### src/rtl/decoder_scan_ctrl_if.sv
// Control and output bundle between a scan requester and decoder_scan_ctrl.
// The master side issues start/stop/cont/mask and observes the decoder drive.
interface decoder_scan_ctrl_if;
   logic       start;
   logic       stop;
   logic       cont;
   logic [7:0] mask;
   logic       E;
   logic [2:0] Code;
   logic       busy;
   logic       done;

   modport master (
      output start, stop, cont, mask,
      input  E, Code, busy, done
   );

   modport slave (
      input  start, stop, cont, mask,
      output E, Code, busy, done
   );
endinterface

### src/rtl/decoder_scan_ctrl.sv
// Scan sequencer driving a 3-to-8 decoder's enable/select: visits the masked codes in
// ascending order with a programmable dwell and optional blanking gap between codes.
module decoder_scan_ctrl #(
   parameter int unsigned DWELL = 4,
   parameter int unsigned BLANK = 1
) (
   input logic                 clk,
   input logic                 rst_n,
   decoder_scan_ctrl_if.slave  bus
);

   typedef enum logic [1:0] {StIdle, StActive, StGap} state_e;

   localparam bit         HasGap    = (BLANK != 0);
   localparam logic [7:0] DwellLoad = 8'(DWELL - 1);
   localparam logic [7:0] GapLoad   = HasGap ? 8'(BLANK - 1) : 8'd0;

   state_e     state_q, state_d;
   logic [7:0] cnt_q, cnt_d;
   logic [2:0] code_q, code_d;
   logic [7:0] mask_q, mask_d;
   logic       cont_q, cont_d;
   logic       e_q, busy_q, done_q, done_d;

   logic       lo_found, nxt_found;
   logic [2:0] lo_idx, nxt_idx, wrap_idx;
   logic       adv_found;
   logic [2:0] adv_code;

   // Priority search: lowest index overall, and lowest index above the current code.
   always_comb begin
      lo_found  = 1'b0;
      lo_idx    = 3'd0;
      nxt_found = 1'b0;
      nxt_idx   = 3'd0;
      wrap_idx  = 3'd0;
      for (int i = 7; i >= 0; i--) begin
         if (bus.mask[i]) begin
            lo_found = 1'b1;
            lo_idx   = 3'(i);
         end
         if (mask_q[i]) wrap_idx = 3'(i);
         if (mask_q[i] && (i > int'(code_q))) begin
            nxt_found = 1'b1;
            nxt_idx   = 3'(i);
         end
      end
   end

   assign adv_found = nxt_found || cont_q;
   assign adv_code  = nxt_found ? nxt_idx : wrap_idx;

   always_comb begin
      state_d = state_q;
      cnt_d   = cnt_q;
      code_d  = code_q;
      mask_d  = mask_q;
      cont_d  = cont_q;
      done_d  = 1'b0;
      unique case (state_q)
         StIdle: begin
            if (bus.start && lo_found) begin
               state_d = StActive;
               cnt_d   = DwellLoad;
               code_d  = lo_idx;
               mask_d  = bus.mask;
               cont_d  = bus.cont;
            end
         end
         StActive: begin
            if (cnt_q != 8'd0) begin
               cnt_d = cnt_q - 8'd1;
            end else if (HasGap) begin
               state_d = StGap;
               cnt_d   = GapLoad;
            end else if (adv_found) begin
               cnt_d  = DwellLoad;
               code_d = adv_code;
            end else begin
               state_d = StIdle;
               done_d  = 1'b1;
            end
         end
         StGap: begin
            if (cnt_q != 8'd0) begin
               cnt_d = cnt_q - 8'd1;
            end else if (adv_found) begin
               state_d = StActive;
               cnt_d   = DwellLoad;
               code_d  = adv_code;
            end else begin
               state_d = StIdle;
               done_d  = 1'b1;
            end
         end
         default: state_d = StIdle;
      endcase
      // Abort overrides everything, including a coincident start; Code is held.
      if (bus.stop) begin
         state_d = StIdle;
         cnt_d   = 8'd0;
         code_d  = code_q;
         mask_d  = mask_q;
         cont_d  = cont_q;
         done_d  = 1'b0;
      end
   end

   always_ff @(posedge clk or negedge rst_n) begin
      if (!rst_n) begin
         state_q <= StIdle;
         cnt_q   <= 8'd0;
         code_q  <= 3'd0;
         mask_q  <= 8'd0;
         cont_q  <= 1'b0;
         e_q     <= 1'b0;
         busy_q  <= 1'b0;
         done_q  <= 1'b0;
      end else begin
         state_q <= state_d;
         cnt_q   <= cnt_d;
         code_q  <= code_d;
         mask_q  <= mask_d;
         cont_q  <= cont_d;
         e_q     <= (state_d == StActive);
         busy_q  <= (state_d != StIdle);
         done_q  <= done_d;
      end
   end

   assign bus.E    = e_q;
   assign bus.Code = code_q;
   assign bus.busy = busy_q;
   assign bus.done = done_q;

endmodule

### src/flat_wrapper.sv
// flat-port wrapper written by rule: the top's interface ports become plain ports
module decoder_scan_ctrl_flat 
#(
   parameter int unsigned DWELL = 4,
   parameter int unsigned BLANK = 1
)
  (clk, rst_n, bus_start, bus_stop, bus_cont, bus_mask, bus_E, bus_Code, bus_busy, bus_done);
  decoder_scan_ctrl_if bus_i ();
  input logic clk;
  input logic rst_n;
  input wire logic [$bits(bus_i.start)-1:0] bus_start;
  input wire logic [$bits(bus_i.stop)-1:0] bus_stop;
  input wire logic [$bits(bus_i.cont)-1:0] bus_cont;
  input wire logic [$bits(bus_i.mask)-1:0] bus_mask;
  output wire logic [$bits(bus_i.E)-1:0] bus_E;
  output wire logic [$bits(bus_i.Code)-1:0] bus_Code;
  output wire logic [$bits(bus_i.busy)-1:0] bus_busy;
  output wire logic [$bits(bus_i.done)-1:0] bus_done;
  assign bus_i.start = bus_start;
  assign bus_i.stop = bus_stop;
  assign bus_i.cont = bus_cont;
  assign bus_i.mask = bus_mask;
  assign bus_E = bus_i.E;
  assign bus_Code = bus_i.Code;
  assign bus_busy = bus_i.busy;
  assign bus_done = bus_i.done;
  decoder_scan_ctrl #(.DWELL(DWELL), .BLANK(BLANK)) u_core (.clk(clk), .rst_n(rst_n), .bus(bus_i));
endmodule
### config.mk
export PLATFORM = sky130hd
export DESIGN_NAME = decoder_scan_ctrl_flat
export DESIGN_NICKNAME = d
export VERILOG_FILES = /design/src/rtl/decoder_scan_ctrl_if.sv /design/src/rtl/decoder_scan_ctrl.sv /design/src/flat_wrapper.sv
export SDC_FILE = /design/constraint.sdc
export NUM_CORES = 1
export LEC_CHECK = 0
export CORE_ASPECT_RATIO = 1.75
export CORE_UTILIZATION = 35
export CTS_CLUSTER_DIAMETER = 40
export CTS_CLUSTER_SIZE = 30
export DETAILED_ROUTE_END_ITERATION = 10
export GPL_ROUTABILITY_DRIVEN = 0
export SKIP_LAST_GASP = 1
export SLEW_MARGIN = 20
export SYNTH_ARGS = -nofsm -noshare
export SYNTH_HDL_FRONTEND = slang
export SYNTH_SLANG_ARGS = --single-unit
### constraint.sdc
create_clock -name clk -period 4 [get_ports clk]
set_clock_uncertainty 0.1 [all_clocks]
set_input_delay 0.8 -clock clk [delete_from_list [all_inputs] [get_ports clk]]
set_output_delay 0.8 -clock clk [all_outputs]
set_load 0.05 [all_outputs]
Word level (Yosys, flattened, before mapping)
Index checks and enable logic that the tools add are counted.

Register bits: 25. Bits of input ports: 13. Output and inout bits: 6. Word-level logic and storage cells: 101.

Eq/ne operators: 8. Mux-type cells: 59. Reductions and logical operators: 17. Order comparisons: 7. Add/subtract/negate cells: 1. Bitwise gates (word level): 1.

Operator list (count): $mux 3 (27); $mux 8 (5); $pmux 8 s3 (1); $mux 1 (20); $gt 3x3->1 const A (4); $logic_and 1x1->1 (8); $mux 2 (4); $reduce_bool 8->1 (1); $sub 8x1->8 const B (1); $gt 2x3->1 const A (2); $pmux 2 s3 (1); $pmux 3 s2 (1); $reduce_and 3->1 (2); $reduce_and 5->1 (1); $eq 2x1->1 const B (2); $ne 2x1->1 const B (2); $ne 4x2->1 const B (1); $reduce_bool 2->1 (2); $reduce_bool 4->1 (1); $gt 1x3->1 const A (1); $ne 3x2->1 const B (1); $eq 2x2->1 const B (1); $logic_not 2->1 (1); $ne 2x2->1 const B (1); other kinds (2) (2).

Depth between registers and ports, before layout
Depth after elaboration: 15. Gate-level depth with buffers: 7. Depth with buffers taken out: 7.

Worst setup path before layout
OpenSTA, ideal clock, no wires.

Kind: input to register. From: in bus_mask[0]. To: reg u_core.cnt_q[6]. Arrival: 2.362 ns. Cell stages on the path: 5. Setup slack: 1.412 ns. Path buffers: 0. Path through: or4_4 > o21a_1 > a211o_4 > and3_4 > a221o_1.

Word-level cells in the longest chain between the ends: 4.

Ends and longest elaborated chain: start, declared (line flat_wrapper.sv:14) `input wire logic [$bits(bus_i.mask)-1:0] bus_mask;`; $mux 1 (line decoder_scan_ctrl.sv:38) `if (bus.mask[i]) begin`; $logic_and 1x1->1 (line decoder_scan_ctrl.sv:62) `if (bus.start && lo_found) begin`; $ne 3x2->1 (no source line); $reduce_and 3->1 (no source line); end signal, assigned (line decoder_scan_ctrl.sv:121) `cnt_q <= cnt_d;`; end, declared (line decoder_scan_ctrl.sv:19) `logic [7:0] cnt_q, cnt_d;`.

Every way passes these cells. A chain may end at the register's enable or synchronous reset.

Worst setup path after layout
Ends and elaborated chain as after synthesis.

==> summary.md <==
| Metric | Value |
|---|---|
| Status | `complete, no violations` |
| Number of diodes | `0` |
| Root buffer cell | `clkbuf_8` |
| Total power | `1441 uW` |
| Post-Synth XOR/XNOR Area | `0` |
| Core Region | `4707 sq um` |
| Setup slack after layout | `1.147 ns` |
| Crit path time final | `2.853 ns` |
| Initial core utilization | `0.3647` |
| Worst-skew pair later-pin latency | `0.28 ns` |
| Global-route wire length before repair | `7017 um` |
| Syn_area_per_cell | `9.279 sq um` |
| Pwr dens | `721.7 nW/um^2` |
| Syn_nets | `203` |
| Tightest Pin Transition | `0.7828 ns` |
| CP cell instances | `clkdlybuf4s50_1, or4_4, o21a_1, a211o_4, and3_4, a221o_1` |
| CTS sink cnt | `25` |
| Sequential-to-total area share from yosys stat | `0.3644` |
| Multiplexer share of the synthesized area | `0.07216` |
| Post-synth top area share | `0.3644` |
| Min-delay src | `u_core.cnt_q[1]$_DFFE_PN0P_` |
| Largest family of logic cells by synthesized area | `compound AO/OA/AOI/OAI gates` |
| Die area | `5200 sq um` |
| TritonCTS Buffers | `3` |
| Synth cell types | `54` |
| Area delta synth->final | `16.33%` |
| VDD IR-drop max | `0.3899 mV` |
| Ports | `19` |
| F_max | `350.6 MHz` |
| Initial DRT Pass Iterations | `4` |
| CP max stage delay | `0.56 ns` |
| Final hold viol count | `0` |
| Top-count cell post-synth | `dfrtp_1` |
| Slew HR | `0.4647` |
| Worst hold path class | `flop to flop` |
| DRC | `0` |
| Hold EP | `u_core.cnt_q[1]$_DFFE_PN0P_` |
| H-tree depth | `1` |
| Die height | `94.65 um` |
| Vias | `1543` |
| Initial antenna violation count | `0` |
| DP HPWL | `3436 um` |
| Pre-CTS setup slack | `0.8646 ns` |
| Crit path max-delay cell type | `or4_4` |
| Final slew viol count | `0` |
| Worst Path Class, Setup | `primary input to flop` |
| Clock transition at the registers of the reported paths | `0.09 ns` |
| Crit. End Element | `flop` |
| Hold path depth | `1` |
| Reg2reg start | `u_core.cnt_q[3]$_DFFE_PN0P_` |
| Count of final setup violators | `0` |
| Drt via density | `6.051` |
| Die X | `54.94 um` |
| GRT overflow | `0` |
| CTS resizes | `0` |
| Clock buffer depth | `2` |
| Synth Area in Simple Gates | `0.2456` |
| Reg2Reg Setup Slack | `1.54 ns` |
| Final setup TNS | `0 ns` |
| Worst Path Required | `4.07 ns` |
| Worst-path maximum fanout | `6` |
| Top post-synthesis cells by area | `dfrtp_1, mux2_2, a21oi_1` |
| FF+latch count, synth | `25` |
| Synth async-reset ratio | `1.000` |
| Post-Route WL | `4425 um` |
| EDFF count, synth | `0` |
| Nets | `222` |
| Largest net degree at the start of global routing | `26` |
| Synth cell count leaders | `dfrtp_1, nor2_1, a21oi_1` |
| Post-CTS setup buffer count | `0` |
| Kind of start point of the critical path | `primary input` |
| Filler instances | `502` |
| IO Port Bufs | `18` |
| Adder and majority gate portion of the synthesized area | `0.03644` |
| Area fraction in compound gates after synthesis | `0.2493` |
| # rows | `33` |
| Unrepaired setup endpoints after global routing | `false` |
| Max cap viols | `0` |
| Synth Flop Type | `dfrtp_1` |
| CTS Hold Bufs | `0` |
| Iteration-0 DRC Markers | `25` |
| TritonCTS clock tree | `yes` |
| Post-synth top area cell | `dfrtp_1` |
| Post-route ant nets | `0` |
| Leak | `0.0008228 uW` |
| Wire per inst | `17.35 um` |
| Vias in the first global route | `1447` |
| Crit path arrival time | `2.92 ns` |
| RR Endpoint | `u_core.bus.Code[2]$_DFFE_PN0P_` |
| Layout cells sized above 1 | `0.1330` |
| Overall Global Routing Usage | `0.1872` |
| Final period utilization | `0.7132` |
| Synth Instances | `185` |
| Synth warn | `0` |
| Mapped cell area | `1717 sq um` |
| Worst r2r path cells | `5` |
-- cell type report --
cell class / count / area [sq um] / area share
multi-input cells: 146 / 1036 / 0.5188
flip-flops and latches: 25 / 625.6 / 0.3133
repair buffers: 19 / 187.7 / 0.09398
well taps: 52 / 65.06 / 0.03258
clock buffers: 3 / 41.29 / 0.02068
inverters: 9 / 33.78 / 0.01692
clock inverters: 1 / 7.507 / 0.003759
-- critical path: cells and delay by family --
kind | cells | cell delay (ns)
buffers and inverters | 1 | 0.46
AOI/OAI and AO/OA | 3 | 0.91
and+or+nand+nor | 2 | 0.74
-- worst max-delay path by stage --
stage	from	end	depth (start not counted)
after floorplan	bus_mask[0]	u_core.cnt_q[6]$_DFFE_PN0P_	5
after global placement	bus_mask[0]	u_core.cnt_q[1]$_DFFE_PN0P_	6
after detailed placement	bus_mask[0]	u_core.cnt_q[6]$_DFFE_PN0P_	6
after CTS	bus_mask[0]	u_core.cnt_q[6]$_DFFE_PN0P_	6
after global routing	bus_mask[0]	u_core.cnt_q[1]$_DFFE_PN0P_	6
final	bus_mask[0]	u_core.cnt_q[6]$_DFFE_PN0P_	6
-- per-stage QoR --
stage                     hold WS [ns]  utilization  instance area, sq um  std cells
final                           0.4369       0.4242                  1997        255
after floorplan                 0.4030            -                  1717        185
after CTS                       0.4434       0.4242                  1997        255
after global placement          0.4236       0.4139                  1948        251
after global routing            0.4622       0.4242                  1997        255
after detailed placement        0.4207       0.4139                  1948        251
-- cells in the final DEF (no fill, tap or decap), drive strengths merged, types with 2 or more instances in the layout --
cell,netlist,routed
nand2,8,8
nand4,5,5
or3b,2,2
nor3,6,6
or4,3,3
a31oi,3,3
dfrtp,25,25
a21oi,13,13
nor2,16,16
mux2,11,11
o2bb2ai,3,3
a211oi,2,2
nand2b,5,5
and3,5,5
nor2b,7,7
nand3,2,2
and4,2,2
a221oi,2,2
nor4b,3,3
o21ai,12,12
ha,5,5
o22a,2,2
a211o,2,2
clkbuf,3,3
inv,9,9
o21bai,3,3
nor4,3,3
clkdlybuf4s50,0,18
o22ai,2,2
-- metal layers --
layer / up-vias / routed length [um] / track usage
met1: 764 / 1663 / 0.2046
li1: 744 / - / -
met4: 0 / 58 / 0.05208
met5: - / 0 / 0
met2: 29 / 2607 / 0.3554
met3: 6 / 95 / 0.01932
-- logic make-up (layout without fill, tap and decap cells) --
group,Yosys count,in the layout
simple gates,71,71
fa+ha+maj,5,5
compound gates,59,59
flops,25,25
mux,11,11
buf+inv,14,32
-- state kept, by name, summed over array words and instances, names as in the netlist --
name / flops
u_core.cont_q: 1
u_core.mask_q: 8
u_core.bus.done: 1
u_core.bus.busy: 1
u_core.bus.Code: 3
u_core.bus.E: 1
u_core.state_q: 2
u_core.cnt_q: 8
-- power by group --
part           total [uW]  switching (uW)  internal [uW]
combinational         776             442            333
clock                 160            89.0           70.9
sequential            505             159            346
Power figures use the tool's default switching activity.
